## src/rtl/uart_pkg.sv

```systemverilog
// Shared UART definitions: FSM state encodings and frame-format defaults
// common to the transmitter and receiver.
package uart_pkg;

  localparam int DBIT_DEF     = 8;
  localparam int OS_TICKS_DEF = 16;
  localparam int SB_BITS_DEF  = 1;

  typedef enum logic [2:0] {
    IDLE    = 3'b000,
    START   = 3'b001,
    DATA    = 3'b010,
    STOP    = 3'b011,
    CLEANUP = 3'b100
  } uart_state_t;

  // Width of a counter that must hold values 0..n-1; never narrower than one bit.
  function automatic int cnt_width(input int n);
    return (n <= 1) ? 1 : $clog2(n);
  endfunction

endpackage

```

## src/rtl/uart_tx_if.sv

```systemverilog
// Host-side transmit port: baud tick, start strobe and byte in, serial line
// and status out.
interface uart_tx_if
  import uart_pkg::*;
#(
  parameter int DBIT = DBIT_DEF
) ();

  logic            bd;
  logic            tx_start;
  logic [DBIT-1:0] tx_byte;
  logic            tx_serial;
  logic            tx_busy;
  logic            tx_done;

  modport master (
    output bd,
    output tx_start,
    output tx_byte,
    input  tx_serial,
    input  tx_busy,
    input  tx_done
  );

  modport slave (
    input  bd,
    input  tx_start,
    input  tx_byte,
    output tx_serial,
    output tx_busy,
    output tx_done
  );

endinterface

```

## src/rtl/uart_tx.sv

```systemverilog
// 8N1-style UART transmitter: shifts a latched byte out LSB-first with start
// and stop bits, timed by an external oversampling baud tick.
module uart_tx
  import uart_pkg::*;
#(
  parameter int DBIT     = DBIT_DEF,
  parameter int OS_TICKS = OS_TICKS_DEF,
  parameter int SB_BITS  = SB_BITS_DEF
) (
  input  logic     i_Clock,
  input  logic     i_reset,
  uart_tx_if.slave tx
);

  localparam int TW = cnt_width(OS_TICKS);
  localparam int BW = cnt_width((DBIT > SB_BITS) ? DBIT : SB_BITS);

  localparam logic [TW-1:0] TICK_LAST = TW'(OS_TICKS - 1);
  localparam logic [BW-1:0] DATA_LAST = BW'(DBIT - 1);
  localparam logic [BW-1:0] STOP_LAST = BW'(SB_BITS - 1);

  uart_state_t     state_reg, state_next;
  logic [TW-1:0]   tick_reg, tick_next;
  logic [BW-1:0]   bit_reg, bit_next;
  logic [DBIT-1:0] shift_reg, shift_next;
  logic            serial_reg, serial_next;
  logic            busy_reg, busy_next;
  logic            done_reg, done_next;

  always_ff @(posedge i_Clock) begin
    if (i_reset) begin
      state_reg  <= IDLE;
      tick_reg   <= '0;
      bit_reg    <= '0;
      shift_reg  <= '0;
      serial_reg <= 1'b1;
      busy_reg   <= 1'b0;
      done_reg   <= 1'b0;
    end else begin
      state_reg  <= state_next;
      tick_reg   <= tick_next;
      bit_reg    <= bit_next;
      shift_reg  <= shift_next;
      serial_reg <= serial_next;
      busy_reg   <= busy_next;
      done_reg   <= done_next;
    end
  end

  // bit_reg counts data bits in DATA and stop bits in STOP.
  always_comb begin
    state_next = state_reg;
    tick_next  = tick_reg;
    bit_next   = bit_reg;
    shift_next = shift_reg;

    case (state_reg)
      IDLE: begin
        if (tx.tx_start) begin
          shift_next = tx.tx_byte;
          tick_next  = '0;
          bit_next   = '0;
          state_next = START;
        end
      end

      START: begin
        if (tx.bd) begin
          if (tick_reg == TICK_LAST) begin
            tick_next  = '0;
            bit_next   = '0;
            state_next = DATA;
          end else begin
            tick_next = tick_reg + 1'b1;
          end
        end
      end

      DATA: begin
        if (tx.bd) begin
          if (tick_reg == TICK_LAST) begin
            tick_next  = '0;
            shift_next = shift_reg >> 1;
            if (bit_reg == DATA_LAST) begin
              bit_next   = '0;
              state_next = STOP;
            end else begin
              bit_next = bit_reg + 1'b1;
            end
          end else begin
            tick_next = tick_reg + 1'b1;
          end
        end
      end

      STOP: begin
        if (tx.bd) begin
          if (tick_reg == TICK_LAST) begin
            tick_next = '0;
            if (bit_reg == STOP_LAST) begin
              bit_next   = '0;
              state_next = CLEANUP;
            end else begin
              bit_next = bit_reg + 1'b1;
            end
          end else begin
            tick_next = tick_reg + 1'b1;
          end
        end
      end

      CLEANUP: begin
        state_next = IDLE;
      end

      default: begin
        state_next = IDLE;
      end
    endcase
  end

  // Outputs follow the registered state one cycle later so line and busy stay aligned.
  always_comb begin
    serial_next = 1'b1;
    busy_next   = (state_reg != IDLE);
    done_next   = (state_reg == CLEANUP);
    case (state_reg)
      START:   serial_next = 1'b0;
      DATA:    serial_next = shift_reg[0];
      default: serial_next = 1'b1;
    endcase
  end

  assign tx.tx_serial = serial_reg;
  assign tx.tx_busy   = busy_reg;
  assign tx.tx_done   = done_reg;

endmodule

```

## src/flat_wrapper.sv

```systemverilog
// flat-port wrapper written by rule: the top's interface ports become plain ports
module uart_tx_flat import uart_pkg::*;
#(
  parameter int DBIT     = DBIT_DEF,
  parameter int OS_TICKS = OS_TICKS_DEF,
  parameter int SB_BITS  = SB_BITS_DEF
)
  (i_Clock, i_reset, tx_bd, tx_tx_start, tx_tx_byte, tx_tx_serial, tx_tx_busy, tx_tx_done);
  uart_tx_if #(.DBIT(DBIT)) tx_i ();
  input  logic i_Clock;
  input  logic i_reset;
  input wire logic [$bits(tx_i.bd)-1:0] tx_bd;
  input wire logic [$bits(tx_i.tx_start)-1:0] tx_tx_start;
  input wire logic [$bits(tx_i.tx_byte)-1:0] tx_tx_byte;
  output wire logic [$bits(tx_i.tx_serial)-1:0] tx_tx_serial;
  output wire logic [$bits(tx_i.tx_busy)-1:0] tx_tx_busy;
  output wire logic [$bits(tx_i.tx_done)-1:0] tx_tx_done;
  assign tx_i.bd = tx_bd;
  assign tx_i.tx_start = tx_tx_start;
  assign tx_i.tx_byte = tx_tx_byte;
  assign tx_tx_serial = tx_i.tx_serial;
  assign tx_tx_busy = tx_i.tx_busy;
  assign tx_tx_done = tx_i.tx_done;
  uart_tx #(.DBIT(DBIT), .OS_TICKS(OS_TICKS), .SB_BITS(SB_BITS)) u_core (.i_Clock(i_Clock), .i_reset(i_reset), .tx(tx_i));
endmodule
```

## config.mk

```make
export PLATFORM = sky130hd
export DESIGN_NAME = uart_tx_flat
export DESIGN_NICKNAME = d
export VERILOG_FILES = /design/src/rtl/uart_pkg.sv /design/src/rtl/uart_tx_if.sv /design/src/rtl/uart_tx.sv /design/src/flat_wrapper.sv
export SDC_FILE = /design/constraint.sdc
export NUM_CORES = 1
export LEC_CHECK = 0
export BUFFER_PORTS_ARGS = -buffer_cell sky130_fd_sc_hd__buf_2
export CAP_MARGIN = 10
export CORE_MARGIN = 2
export CORE_UTILIZATION = 50
export CTS_BUF_LIST = sky130_fd_sc_hd__clkbuf_16
export CTS_CLUSTER_DIAMETER = 200
export DETAILED_ROUTE_END_ITERATION = 16
export PLACE_DENSITY = 0.71
export SLEW_MARGIN = 20
export SYNTH_ARGS = -nofsm -noshare
export SYNTH_HDL_FRONTEND = slang
export SYNTH_SLANG_ARGS = --single-unit
```

## constraint.sdc

```tcl
create_clock -name i_Clock -period 2.1 [get_ports i_Clock]
set_input_delay 0.21 -clock i_Clock [delete_from_list [all_inputs] [get_ports i_Clock]]
set_output_delay 0.21 -clock i_Clock [all_outputs]
set_load 0.03 [all_outputs]
```

==> impl_metrics.yaml, run 1 <==
worst_setup_path:
  rrSetupSlack_ns: 0.36
  cp_slowest_cell: "dfxtp_1"
  critPathCaptureType: "register"
  startpoint_type: "register"
  cp.arrival_ns: 1.90
  reg2reg_to: "u_core.shift_reg[0]$_SDFFE_PP0P_"
  critPathBufInv: 0
  r2r_cells: 4
  max_stage_delay_ns: 0.62
  cp_data_required_time_ns: 2.26
  worstReg2RegStart: "u_core.state_reg[1]$_SDFFE_PP0P_"
  cp_max_fo: 14
  worstSetupPathType: "reg -> reg"
  cpLargestDelayFamily: "flip-flops"
  cp_cell_sequence: "nor2b_1 > and2b_1 > mux2i_1 > a311oi_1"
final_layout:
  fill_cells: 215
  area_delta_synth_final_pct: 14.22
  utilization_pct: 58.82
  finalNetCount: 149
  regArea_um2: 420.4
  n_antenna_cell: 0
  multi_input_area_um2: 633.1
  largest_reg_flops: 8
  drive_gt1_share_pct: 22.73
floorplan:
  coreArea_um2: 2170
  die_h_um: 51.27
  die_x_um: 51.27
  ios: 15
  start_util_pct: 51.50
  rows: 17
  die_area_um2: 2629
drt:
  wl_met2_um: 984
  wl_mm: 2.079
  postRouteAntennaNets: 0
  drc: 0
  vias: 877
  met1_length_mm: 1.018
  firstDrtPassIters: 4
  drt_iter0_markers: 15
  wl_per_cell_um: 12.99
  top_layer: "met4"
  met3_length_um: 51
  vias_per_cell: 5.481
power:
  max-vdd-ir-drop_uv: 743.8
  p_leak_uw: 0.0004961
  seq_power_share_pct: 36.0
  swShare_pct: 35.07
  p_per_area_nw_per_um2: 1284
  combPwrFrac_pct: 39.8
  switchingPower_uw: 574.9
  internal_power_uw: 1064
  clkPwrFrac_pct: 24.2
cts:
  path_clk_slew_ns: 0.06
  cts_tree: "done"
  cts_buffer_depth: 2
  ctsResizeCount: 0
  numCtsBuffers: 3
  clock_latency_ns: 0.25
  clockRootBuffer: "clkbuf_16"
  cts_setup_buffers: 0
  hold_buffers: 0
  clock_sinks: 21
  htreeDepth: 1
timing:
  rsz0062_at_grt: "false"
  relSlewSlack_pct: 67.14
  setup_viol: 0
  max_freq_mhz: 576.1
  worst-slew-pin-transition_ns: 0.4922
  finalWorstSetupSlack_ns: 0.3642
  min_period_ns: 1.736
  clock_skew_ns: 0.002652
  slew_violations: 0
  tns_ns: 0
  final_hold_viol_count: 0
  min_period_over_period_pct: 82.66
synthesis:
  syn_area_per_cell_um2: 9.389
  ys_async_sr_fraction_pct: 0
  synth-seq-cells: 21
  synth_flop_cell: "dfxtp_1"
  syn_nets: 135
  synth_top_area_share_pct: 37.63
  ys_seq_area_share_pct: 37.63
  syn_inst: 119
  synthDistinctLibCells: 41
  synth.area.top_cells: "dfxtp_1 (38%), mux2i_1 (8.1%), a21oi_1 (6.3%)"
  yosysWarnings: 0
  syn_area_um2: 1117
  synthTopCellsByCount: "dfxtp_1 (21), a21oi_1 (14), mux2i_1 (9)"
  synth_edf_count: 0
  synth_area_leader_cell: "dfxtp_1"
  synth.most_common_cell: "dfxtp_1"
global_routing:
  track_usage_pct: 18.23
  first_global_vias: 796
  grt_max_degree: 23
  grt_pass1_wl_mm: 3.608
  grt_overflow: 0
  antenna_found_initial: 0
worst_hold_path:
  hold_class: "in -> reg"
  hold_path_end: "u_core.shift_reg[7]$_SDFFE_PP0P_"
  min_path_cells: 3
  min_from: "tx_tx_byte[7]"
place:
  dp_slack_ns: 0.3888
  port_buffers: 14
  gp_congestion: 0.7737
  dp_hpwl_mm: 1.478
run:
  cap_violations: 0
outcome:
  status: "complete, no violations"
[final cells by class]
cell class              instances  share of cell area [%]
multi-input cells              86                   49.61
clock inverters                 1                  0.3922
flip-flops and latches         21                   32.94
well taps                      28                   2.745
inverters                       4                   1.176
clock buffers                   3                   5.882
repair buffers                 17                   7.255
[power by group through the flow]
stage | clock, uW | combinational, uW | sequential (uW)
5_1_grt | 432 | 730 | 604
3_5_place_dp | 0 | 653 | 598
6_report | 397 | 652 | 590
4_1_cts | 413 | 654 | 591
3_3_place_gp | 0 | 637 | 589
2_1_floorplan | 0 | 544 | 588
[per-layer routing]
layer	vias to the layer above	track usage [%]
met5	-	0
met2	14	28.35
met3	2	2.924
met1	397	24.91
met4	0	7.895
li1	464	-
[tightest hold or removal path, cell delays in order]
cell and delay (ns):
buf_2 0.10, nand4b_1 0.09, a21oi_1 0.07
[through the flow]
stage                     hold slack (ns)  std cells  total power (uW)  instance area (um2)
final                              0.2682        160              1639                 1276
after global routing               0.2820        160              1765                 1276
after CTS                          0.2686        160              1658                 1276
after detailed placement           0.4768        156              1250                 1196
after global placement             0.4655        156              1226                 1196
after floorplan                    0.3784        119              1131                 1117
[worst max path at each step]
stage | slack, ns | endpoint | cells after the start | from
global placement | 0.40 | u_core.shift_reg[6]$_SDFFE_PP0P_ | 4 | u_core.state_reg[1]$_SDFFE_PP0P_
floorplan | 0.55 | u_core.state_reg[0]$_SDFFE_PP0P_ | 5 | u_core.tick_reg[0]$_SDFFE_PP0P_
detailed placement | 0.39 | u_core.shift_reg[0]$_SDFFE_PP0P_ | 4 | u_core.state_reg[1]$_SDFFE_PP0P_
CTS | 0.37 | u_core.shift_reg[0]$_SDFFE_PP0P_ | 4 | u_core.state_reg[1]$_SDFFE_PP0P_
finish | 0.36 | u_core.shift_reg[0]$_SDFFE_PP0P_ | 4 | u_core.state_reg[1]$_SDFFE_PP0P_
global route | 0.16 | u_core.shift_reg[3]$_SDFFE_PP0P_ | 5 | u_core.tick_reg[0]$_SDFFE_PP0P_
[cell families (layout without fill, tap and decap cells)]
kind of cell / Yosys count / after routing / synth area share, %
flops: 21 / 21 / 37.63
xor+xnor: 1 / 1 / 0.7840
buf+inv: 12 / 25 / 5.710
compound gates: 35 / 35 / 23.52
fa+ha+maj: 4 / 4 / 4.479
simple gates: 35 / 35 / 17.81
mux: 11 / 11 / 10.08
[cell usage in the layout (no fill, tap or decap), types with 3 or more instances in the layout]
| cell | netlist | final |
|---|---|---|
| dfxtp_1 | 21 | 21 |
| a21oi_1 | 14 | 14 |
| buf_2 | 3 | 14 |
| mux2i_1 | 9 | 9 |
| nor2_1 | 8 | 8 |
| a311oi_1 | 7 | 7 |
| inv_1 | 4 | 4 |
| nor2b_1 | 4 | 4 |
| nand3_1 | 4 | 4 |
| ha_1 | 4 | 4 |
| nand2_1 | 3 | 3 |
| o21ai_0 | 3 | 3 |
| clkbuf_16 | 0 | 3 |
| buf_4 | 2 | 3 |
(Power assumes the default switching activity.)
==> run 2, diff against run 1 <==
--- a/config.mk
+++ b/config.mk
@@ -5,6 +5,7 @@
 export SDC_FILE = /design/constraint.sdc
 export NUM_CORES = 1
 export LEC_CHECK = 0
+export ABC_AREA = 1
 export BUFFER_PORTS_ARGS = -buffer_cell sky130_fd_sc_hd__buf_2
 export CAP_MARGIN = 10
 export CORE_MARGIN = 2
@@ -12,7 +13,7 @@
 export CTS_BUF_LIST = sky130_fd_sc_hd__clkbuf_16
 export CTS_CLUSTER_DIAMETER = 200
 export DETAILED_ROUTE_END_ITERATION = 16
-export PLACE_DENSITY = 0.71
+export PLACE_DENSITY = 0.73
 export SLEW_MARGIN = 20
 export SYNTH_ARGS = -nofsm -noshare
 export SYNTH_HDL_FRONTEND = slang
==> constraint.sdc (replaced) <==
create_clock -name i_Clock -period 1.5 [get_ports i_Clock]
set_input_delay 0.15 -clock i_Clock [delete_from_list [all_inputs] [get_ports i_Clock]]
set_output_delay 0.15 -clock i_Clock [all_outputs]
set_load 0.03 [all_outputs]
==> run 2 against run 1 <==
Combinational power up 79%; final area up 9.0%; total power up 59%; routed wire length up 26%; sequential power up 47%; register-to-register slack worse by 0.27 ns; clock-buffer cell count unchanged; clock skew about the same; worst setup slack worse by 0.27 ns; largest cell class unchanged; highest routed layer unchanged.
==> impl_metrics.yaml, run 2 <==
final_layout:
  n_antenna_cell: 0
  fill_cells: 215
  largest_reg_flops: 8
  drive_gt1_share_pct: 20.10
  most-common-layout-cells: "nand2_1 (58), nor2_1 (21), nand3_1 (19), dfxtp_1 (19), buf_2 (14)"
  area_delta_synth_final_pct: 16.81
  fin_area_um2: 1391
  final_common_cell: "nand2_1"
  utilization_pct: 62.30
  fin_cells: 222
  finalNetCount: 211
floorplan:
  die_x_um: 52.81
  rows: 17
  die_area_um2: 2789
  start_util_pct: 53.33
  coreArea_um2: 2233
  die_h_um: 52.81
  ios: 15
drt:
  postRouteAntennaNets: 0
  wl_per_cell_um: 11.83
  wl_mm: 2.626
  vias_per_cell: 5.086
  firstDrtPassIters: 4
  drc: 0
  vias: 1129
  drt_iter0_markers: 10
synthesis:
  synth_edf_count: 0
  syn_area_per_cell_um2: 6.768
  synth.area.top_cells: "dfxtp_1 (35%), nand2_1 (18%), nand3_1 (8.0%)"
  synth_top_area_share_pct: 35.29
  yosysWarnings: 0
  synthDistinctLibCells: 25
  synth.most_common_cell: "nand2_1"
  syn_area_um2: 1191
  syn_nets: 192
  syn_inst: 176
  synthTopCellsByCount: "nand2_1 (58), nor2_1 (22), dfxtp_1 (21)"
  ys_seq_area_share_pct: 35.29
  synth_area_leader_cell: "dfxtp_1"
  synth_flop_cell: "dfxtp_1"
  ys_async_sr_fraction_pct: 0
  synth-seq-cells: 21
outcome:
  status: "complete, no violations"
global_routing:
  first_global_vias: 1024
  antenna_found_initial: 0
  grt_max_degree: 13
  grt_pass1_wl_mm: 4.271
  track_usage_pct: 20.98
  grt_overflow: 0
cts:
  numCtsBuffers: 3
  cts_tree: "done"
  path_clk_slew_ns: 0.06
  clockRootBuffer: "clkbuf_16"
  htreeDepth: 1
  clock_sinks: 21
  cts_buffer_depth: 2
  clock_latency_ns: 0.25
  hold_buffers: 0
  cts_setup_buffers: 0
place:
  placedInstanceArea_um2: 1300
  placed_cells: 218
  dp_hpwl_mm: 1.919
  gp_congestion: 0.9574
  port_buffers: 14
worst_setup_path:
  cp_data_required_time_ns: 1.65
  worstSetupPathType: "reg -> reg"
  cp.depth: 8
  cp_max_fo: 5
  cpLargestDelayFamily: "simple AND/OR/NAND/NOR gates"
  critPathBufInv: 0
  r2r_cells: 8
  cp.arrival_ns: 1.55
  max_stage_delay_ns: 0.38
  critPathCaptureType: "register"
  startpoint_type: "register"
  cp_slowest_cell: "dfxtp_1"
  cp_cell_sequence: "ha_1 > nand3_1 > nand3_2 > nand2_1 > nor2_4 > nand3_1 > nand2_1 > nor2_1"
timing:
  final_hold_viol_count: 0
  rsz0062_at_grt: "true"
  tns_ns: 0
  min_period_over_period_pct: 93.65
  min_period_ns: 1.405
  slew_violations: 0
  relSlewSlack_pct: 76.78
  max_freq_mhz: 711.9
  clock_skew_ns: 0.003088
  setup_viol: 0
  worst-slew-pin-transition_ns: 0.3478
worst_hold_path:
  min_path_cells: 2
  hold_class: "in -> reg"
run:
  cap_violations: 0
power:
  power_uw: 2599
  max-vdd-ir-drop_uv: 1113
  p_per_area_nw_per_um2: 1868
  p_leak_uw: 0.0006945
[run 2: cell count changes in the layout (fill, tap and decap cells not counted), sizes merged, moves of 2 or more]
cell,delta
a21oi,-2
mux2,-2
mux2i,-9
nand3,+17
and2,-2
nor2,+18
nor2b,-4
a211oi,-2
nand2,+59
inv,+13
nand4,+2
a311oi,-7
[run 2: cell type report]
class                   count  area (um2)  share of cell area, %
clock buffers               3       75.07                  5.396
clock inverters             1       3.754                 0.2698
inverters                  17       66.31                  4.766
multi-input cells         136       703.2                  50.54
flip-flops and latches     21       422.9                  30.40
well taps                  28       35.03                  2.518
repair buffers             16       85.08                  6.115
[run 2: kinds of logic after synthesis]
logic type	share of synthesized area, %
compound gates	10.19
xor+xnor	0.7354
buf+inv	6.302
fa+ha+maj	4.202
simple gates	43.28
flops	35.29
[run 2: power breakdown]
part	leakage, uW	total [uW]	switching [uW]	internal [uW]
logic	0.000479	1170	769	402
clock network	0.0000423	562	206	355
registers	0.000173	866	135	731
[run 2: final timing paths]
check | to | start | slack, ns
worst max-delay path | u_core.bit_reg[0]$_SDFFE_PP0P_ | u_core.tick_reg[0]$_SDFFE_PP0P_ | 0.1
worst min-delay path | u_core.tick_reg[1]$_SDFFE_PP0P_ | i_reset | 0.22
worst max register to register | u_core.bit_reg[0]$_SDFFE_PP0P_ | u_core.tick_reg[0]$_SDFFE_PP0P_ | 0.1
worst min register to register | u_core.shift_reg[0]$_SDFFE_PP0P_ | u_core.shift_reg[0]$_SDFFE_PP0P_ | 0.46
[run 2: timing repair]
action	CTS	global route
setup endpoints to repair	0	17
hold endpoints to repair	0	0
resized for setup	0	5
[run 2: layer usage]
layer / vias up / track usage, % / share of wire [%]
met1: 512 / 25.93 / 47
li1: 595 / - / -
met4: 0 / 7.692 / 0.61
met3: 2 / 4.286 / 3.4
met5: - / 0 / 0
met2: 20 / 35.63 / 49
[run 2: metrics by stage]
stage,setup WS (ns),hold slack (ns)
global route,-0.01752,0.2531
finish,0.09531,0.2209
detailed placement,0.05266,0.4558
floorplan,0.2707,0.2268
global placement,0.07362,0.4491
CTS,0.04558,0.2231
